### src/rtl/inst_cache_fill_pkg.sv
// Shared definitions for the instruction cache: FSM encoding and default geometry.
package inst_cache_fill_pkg;

    localparam int DEF_LINES = 16;
    localparam int DEF_WORDS = 4;
    localparam int OFF_W     = $clog2(DEF_WORDS);
    localparam int IDX_W     = $clog2(DEF_LINES);
    localparam int TAG_W     = 30 - OFF_W - IDX_W;

    typedef enum logic [1:0] {
        IDLE   = 2'd0,
        FILL   = 2'd1,
        COMMIT = 2'd2
    } state_t;

endpackage

### src/rtl/inst_cache_array.sv
// Valid/tag/data storage: combinational read, synchronous word write and tag commit.
module inst_cache_array #(
    parameter int LINES    = 16,
    parameter int WORDS    = 4,
    parameter int IDX_BITS = 4,
    parameter int OFF_BITS = 2,
    parameter int TAG_BITS = 24
) (
    input  logic                clock,
    input  logic                reset,
    input  logic                flush,
    input  logic [IDX_BITS-1:0] rd_index,
    input  logic [OFF_BITS-1:0] rd_offset,
    output logic                rd_valid,
    output logic [TAG_BITS-1:0] rd_tag,
    output logic [31:0]         rd_data,
    input  logic                wr_en,
    input  logic [IDX_BITS-1:0] wr_index,
    input  logic [OFF_BITS-1:0] wr_offset,
    input  logic [31:0]         wr_data,
    input  logic                commit_en,
    input  logic [IDX_BITS-1:0] commit_index,
    input  logic [TAG_BITS-1:0] commit_tag,
    input  logic                commit_valid
);

    logic [LINES-1:0]    valid;
    logic [TAG_BITS-1:0] tag_mem  [LINES];
    logic [31:0]         data_mem [LINES*WORDS];

    // Flush wins over a same-cycle commit so fence.i never leaves a line valid.
    always_ff @(posedge clock or negedge reset) begin
        if (!reset) begin
            valid <= '0;
        end else if (flush) begin
            valid <= '0;
        end else if (commit_en) begin
            valid[commit_index] <= commit_valid;
        end
    end

    always_ff @(posedge clock) begin
        if (commit_en) tag_mem[commit_index] <= commit_tag;
        if (wr_en) data_mem[{wr_index, wr_offset}] <= wr_data;
    end

    assign rd_valid = valid[rd_index];
    assign rd_tag   = tag_mem[rd_index];
    assign rd_data  = data_mem[{rd_index, rd_offset}];

endmodule

### src/rtl/inst_cache_fill.sv
// Direct-mapped instruction cache: hit logic, miss/refill FSM and miss statistics.
module inst_cache_fill
    import inst_cache_fill_pkg::*;
#(
    parameter int LINES = DEF_LINES,
    parameter int WORDS = DEF_WORDS,
    parameter int CNT_W = 16
) (
    input  logic             clock,
    input  logic             reset,
    input  logic [31:0]      address,
    output logic [31:0]      outInst,
    output logic             hit,
    input  logic             flush,
    output logic             memReq,
    output logic [31:0]      memAddr,
    input  logic             memReady,
    input  logic [31:0]      memData,
    output logic [CNT_W-1:0] missCount
);

    localparam int OFF_BITS = $clog2(WORDS);
    localparam int IDX_BITS = $clog2(LINES);
    localparam int TAG_BITS = 30 - OFF_BITS - IDX_BITS;

    state_t              state;
    logic [TAG_BITS-1:0] miss_tag;
    logic [IDX_BITS-1:0] miss_index;
    logic [OFF_BITS-1:0] fill_cnt;
    logic [OFF_BITS-1:0] fill_next;
    logic                flush_seen;
    logic                last_word;

    logic [OFF_BITS-1:0] a_off;
    logic [IDX_BITS-1:0] a_index;
    logic [TAG_BITS-1:0] a_tag;
    logic                unused_byte_bits;

    logic                rd_valid;
    logic [TAG_BITS-1:0] rd_tag;
    logic [31:0]         rd_data;

    assign a_off            = address[OFF_BITS+1:2];
    assign a_index          = address[OFF_BITS+IDX_BITS+1 -: IDX_BITS];
    assign a_tag            = address[31 -: TAG_BITS];
    assign unused_byte_bits = ^address[1:0];

    assign fill_next = fill_cnt + 1'b1;
    assign last_word = (fill_cnt == OFF_BITS'(WORDS - 1));

    assign hit     = (state == IDLE) && rd_valid && (rd_tag == a_tag) && !flush;
    assign outInst = hit ? rd_data : 32'h0;

    inst_cache_array #(
        .LINES    (LINES),
        .WORDS    (WORDS),
        .IDX_BITS (IDX_BITS),
        .OFF_BITS (OFF_BITS),
        .TAG_BITS (TAG_BITS)
    ) u_array (
        .clock        (clock),
        .reset        (reset),
        .flush        (flush),
        .rd_index     (a_index),
        .rd_offset    (a_off),
        .rd_valid     (rd_valid),
        .rd_tag       (rd_tag),
        .rd_data      (rd_data),
        .wr_en        ((state == FILL) && memReady),
        .wr_index     (miss_index),
        .wr_offset    (fill_cnt),
        .wr_data      (memData),
        .commit_en    (state == COMMIT),
        .commit_index (miss_index),
        .commit_tag   (miss_tag),
        .commit_valid (!flush_seen)
    );

    always_ff @(posedge clock or negedge reset) begin
        if (!reset) begin
            state      <= IDLE;
            memReq     <= 1'b0;
            memAddr    <= '0;
            fill_cnt   <= '0;
            missCount  <= '0;
            miss_tag   <= '0;
            miss_index <= '0;
            flush_seen <= 1'b0;
        end else begin
            case (state)
                IDLE: begin
                    if (!flush && !hit) begin
                        miss_tag   <= a_tag;
                        miss_index <= a_index;
                        fill_cnt   <= '0;
                        flush_seen <= 1'b0;
                        if (missCount != {CNT_W{1'b1}}) missCount <= missCount + 1'b1;
                        memReq     <= 1'b1;
                        memAddr    <= {a_tag, a_index, {OFF_BITS{1'b0}}, 2'b00};
                        state      <= FILL;
                    end
                end
                FILL: begin
                    // A flush mid-refill lets the handshake finish but poisons the commit.
                    if (flush) flush_seen <= 1'b1;
                    if (memReady) begin
                        fill_cnt <= fill_next;
                        if (last_word) begin
                            memReq <= 1'b0;
                            state  <= COMMIT;
                        end else begin
                            memAddr <= {miss_tag, miss_index, fill_next, 2'b00};
                        end
                    end
                end
                COMMIT: state <= IDLE;
                default: state <= IDLE;
            endcase
        end
    end

endmodule

### config.mk
export PLATFORM = sky130hd
export DESIGN_NAME = inst_cache_fill
export DESIGN_NICKNAME = d
export VERILOG_FILES = /design/src/rtl/inst_cache_fill_pkg.sv /design/src/rtl/inst_cache_array.sv /design/src/rtl/inst_cache_fill.sv
export SDC_FILE = /design/constraint.sdc
export NUM_CORES = 2
export LEC_CHECK = 0
export BUFFER_PORTS_ARGS = -buffer_cell sky130_fd_sc_hd__buf_2
export CORE_MARGIN = 2
export CORE_UTILIZATION = 56
export DETAILED_ROUTE_END_ITERATION = 16
export PLACE_DENSITY = 0.72
export SYNTH_ARGS = -nofsm -noshare
export SYNTH_HDL_FRONTEND = slang
export SYNTH_SLANG_ARGS = --single-unit
### constraint.sdc
create_clock -name clock -period 10.92 [get_ports clock]
set_input_delay 2.184 -clock clock [delete_from_list [all_inputs] [get_ports clock]]
set_output_delay 2.184 -clock clock [all_outputs]
set_load 0.05 [all_outputs]
==> qor.yml <==
syn_avg_cell_area_um2: 24.2
ys_warn_count: 0
die_area_mm2: 0.177
dpl.hpwl_um: 119000
clkSinkCount: 2528
synth-edff-count: 2432
hold_path_class: "flop to flop"
clk-insertion-delay-late_ns: 0.87
async_flop_share: 0.0380
cp_max_fo: 76
ioPinCount: 150
setup_viol: 0
final_hold_viol_count: 0
start_util: 0.565
slew-limit-headroom: 0.190
crit_type: "input pin to primary output"
final_common_cell: "edfxtp_1"
outcome: "completed"
fin_crit_sh: 0.810
dr.pass1.iters: 7
seqCellArea_mm2: 0.0754
nets: 4374
switching_share: 0.239
syn_to_final_growth_pct: 12.3
clock.fmax_mhz: 113
vdd_drop_max_uv: 166
power_density_mw_per_mm2: 197
netSwitchingPower_mw: 5.16
clock_path_buffers: 3
multiInputGateArea_mm2: 0.0216
die_w_um: 421
p_clk_frac: 0.369
grt_pass1_wl_um: 320000
cts_setup_buffers: 0
ys_types: 60
finalWirelength_um: 225000
vias: 44600
cts_root_buf: "clkbuf_16"
die_h_um: 421
slowest_delay_ns: 0.70
n_fill_cell: 11000
place.gp.congestion: 0.798
cap_viol_max_count: 0
layout-drive-gt1-share: 0.337
place_area_mm2: 0.102
rows: 152
grt_max_degree: 119
rsz0062_at_grt: "false"
design_area_mm2: 0.109
pwr-share-comb: 0.094
vias_per_cell: 6.54
htree_levels: 4
clk_pin_slew_ns: 0.06
cp.arrival_ns: 6.67
crit_path_top_delay_cell: "o31ai_1"
drt-initial-drc-count: 5574
ant_nets: 0
ys_ff_latch: 2528
seq_power_share: 0.537
start_kind: "input pin"
track_usage: 0.257
netlist_area_mm2: 0.0973
finalMaxSlewViolations: 0
final_cell_mix: "edfxtp_1, mux4_2, clkbuf_16, buf_2, buf_4"
synthCells: 4022
p_int_mw: 16.4
antenna_found_initial: 30
worst_pin_slew_ns: 1.22
cts_resized: 0
skew_ns: 0.0355
period_needed_ns: 8.85
p_leak_nw: 34.3
dp_slack_ns: 2.08
end_kind: "primary output"
path_cells: "buf_8 > buf_4 > mux2i_1 > a22o_1 > o21ai_0 > nand4bb_1 > o31ai_1 > nor4b_1 > nand4_1 > or2_2 > nor2b_1 > buf_2"
grt_pass1_vias: 44900
timing.setup.tns_ns: 0
overflow: 0
ys_seq_area_frac: 0.775
wl_per_cell_um: 32.9
cts_tree: "done"
setup_ws_ns: 2.07
io_buffers: 145
synth-main-ff-cell: "edfxtp_1"
total_power_mw: 21.6
worst_ep_required_time_ns: 8.74
core-area_mm2: 0.172
hold_buffers: 0
cts_made_buffers: 234
drcViolationCount: 0
synthesized netlist by cell type, types with 2 or more instances:
library cell / n / area (um^2)
edfxtp_1: 2432 / 73000
mux4_2: 772 / 17400
clkbuf_1: 165 / 619
nor2_1: 118 / 443
dfrtp_1: 96 / 2400
mux2_2: 58 / 653
mux2i_1: 50 / 500
nor2b_1: 40 / 250
mux2_1: 29 / 327
nand2_1: 27 / 101
xor2_1: 24 / 210
buf_1: 20 / 75.1
xnor2_1: 19 / 166
buf_2: 18 / 90.1
nor3_1: 17 / 85.1
nand3_1: 14 / 70.1
nand4_1: 12 / 75.1
o21ai_0: 12 / 60.1
buf_4: 9 / 67.6
nor4_1: 9 / 56.3
a22oi_1: 7 / 52.6
and4_1: 7 / 61.3
nand2b_1: 6 / 37.5
nor4b_1: 5 / 43.8
buf_6: 4 / 45.0
a2111oi_0: 3 / 26.3
and2_1: 3 / 18.8
and3_1: 3 / 18.8
nor3b_1: 3 / 22.5
a211o_1: 2 / 17.5
a22o_1: 2 / 17.5
ha_1: 2 / 25.0
inv_1: 2 / 7.51
nand3b_1: 2 / 15.0
nand4b_1: 2 / 17.5
nor4bb_1: 2 / 20.0
or2_2: 2 / 12.5
or3_1: 2 / 12.5
worst max-delay path: cells and delay by family:
kind / cells / cell delay (ns)
AO/OA/AOI/OAI: 3 / 1.13
buffers and inverters: 3 / 1.46
multiplexers: 1 / 0.14
AND/OR/NAND/NOR: 5 / 1.57
flip-flops by register name, summed over array words and instances, names as in the netlist:
signal            cells
memReq                1
miss_tag             24
missCount            16
memAddr              30
fill_cnt              2
u_array.valid        16
u_array.tag_mem     384
flush_seen            1
miss_index            4
state                 2
u_array.data_mem   2048
power by group through the flow:
| stage | logic (mW) | registers, mW | clock network (mW) |
|---|---|---|---|
| CTS | 2.03 | 11.6 | 8.07 |
| detailed placement | 2.02 | 11.8 | 0 |
| floorplan | 1.03 | 11.9 | 0 |
| global route | 2.13 | 11.6 | 8.42 |
| finish | 2.02 | 11.6 | 7.97 |
| global placement | 1.99 | 11.7 | 0 |
path summary, 6_finish.rpt:
path,from,end,slack (ns),cells past startpoint
hold / removal,memAddr[28]$_DFFE_PN0P_,memAddr[28]$_DFFE_PN0P_,0.48,1
hold reg to reg,memAddr[28]$_DFFE_PN0P_,memAddr[28]$_DFFE_PN0P_,0.48,1
max in group asynchronous,reset,missCount[8]$_DFFE_PN0P_,8.39,2
setup reg to reg,u_array.tag_mem[8][4]$_DFFE_PP_,memAddr[31]$_DFFE_PN0P_,6.30,9
setup / recovery,address[4],outInst[26],2.07,12
min in group asynchronous,reset,memAddr[25]$_DFFE_PN0P_,1.37,1
logic make-up (layout without fill, tap and decap cells):
group                    after synthesis  in the layout  synth area share
flip-flops                          2528           2528             0.775
multiplexers                         909            909             0.194
AND/OR/NAND/NOR                      279            279            0.0145
buffers and inverters                220            699           0.00937
XOR/XNOR                              43             43           0.00387
AO/OA/AOI/OAI                         40             40           0.00298
adder cells (fa/ha/maj)                2              2          0.000257
other                                  1             17         0.0000385
through the flow:
| stage | util | hold slack, ns | cells |
|---|---|---|---|
| finish | 0.635 | 0.482 | 6827 |
| global route | 0.635 | 0.502 | 6826 |
| CTS | 0.635 | 0.491 | 6812 |
| detailed placement | 0.591 | 0.477 | 6378 |
| global placement | 0.591 | 0.468 | 6378 |
| floorplan | - | 0.481 | 4023 |
cell type report:
| cell class | instances | share of cell area |
|---|---|---|
| Antenna cell | 15 | 0.000344 |
| Clock buffer | 286 | 0.0568 |
| Clock inverter | 148 | 0.0119 |
| Inverter | 4 | 0.000137 |
| Multi-Input combinational cell | 1275 | 0.197 |
| Sequential cell | 2528 | 0.690 |
| Tap cell | 2310 | 0.0265 |
| Timing Repair Buffer | 261 | 0.0164 |
metal layers:
layer,up-vias,GRT usage,part of all wire
met1,24100,0.346,0.38
met5,-,0,0.00026
met2,2275,0.416,0.50
met4,10,0.0974,0.035
met3,447,0.0613,0.092
li1,17900,-,-
Power figures use the tool's default switching activity.
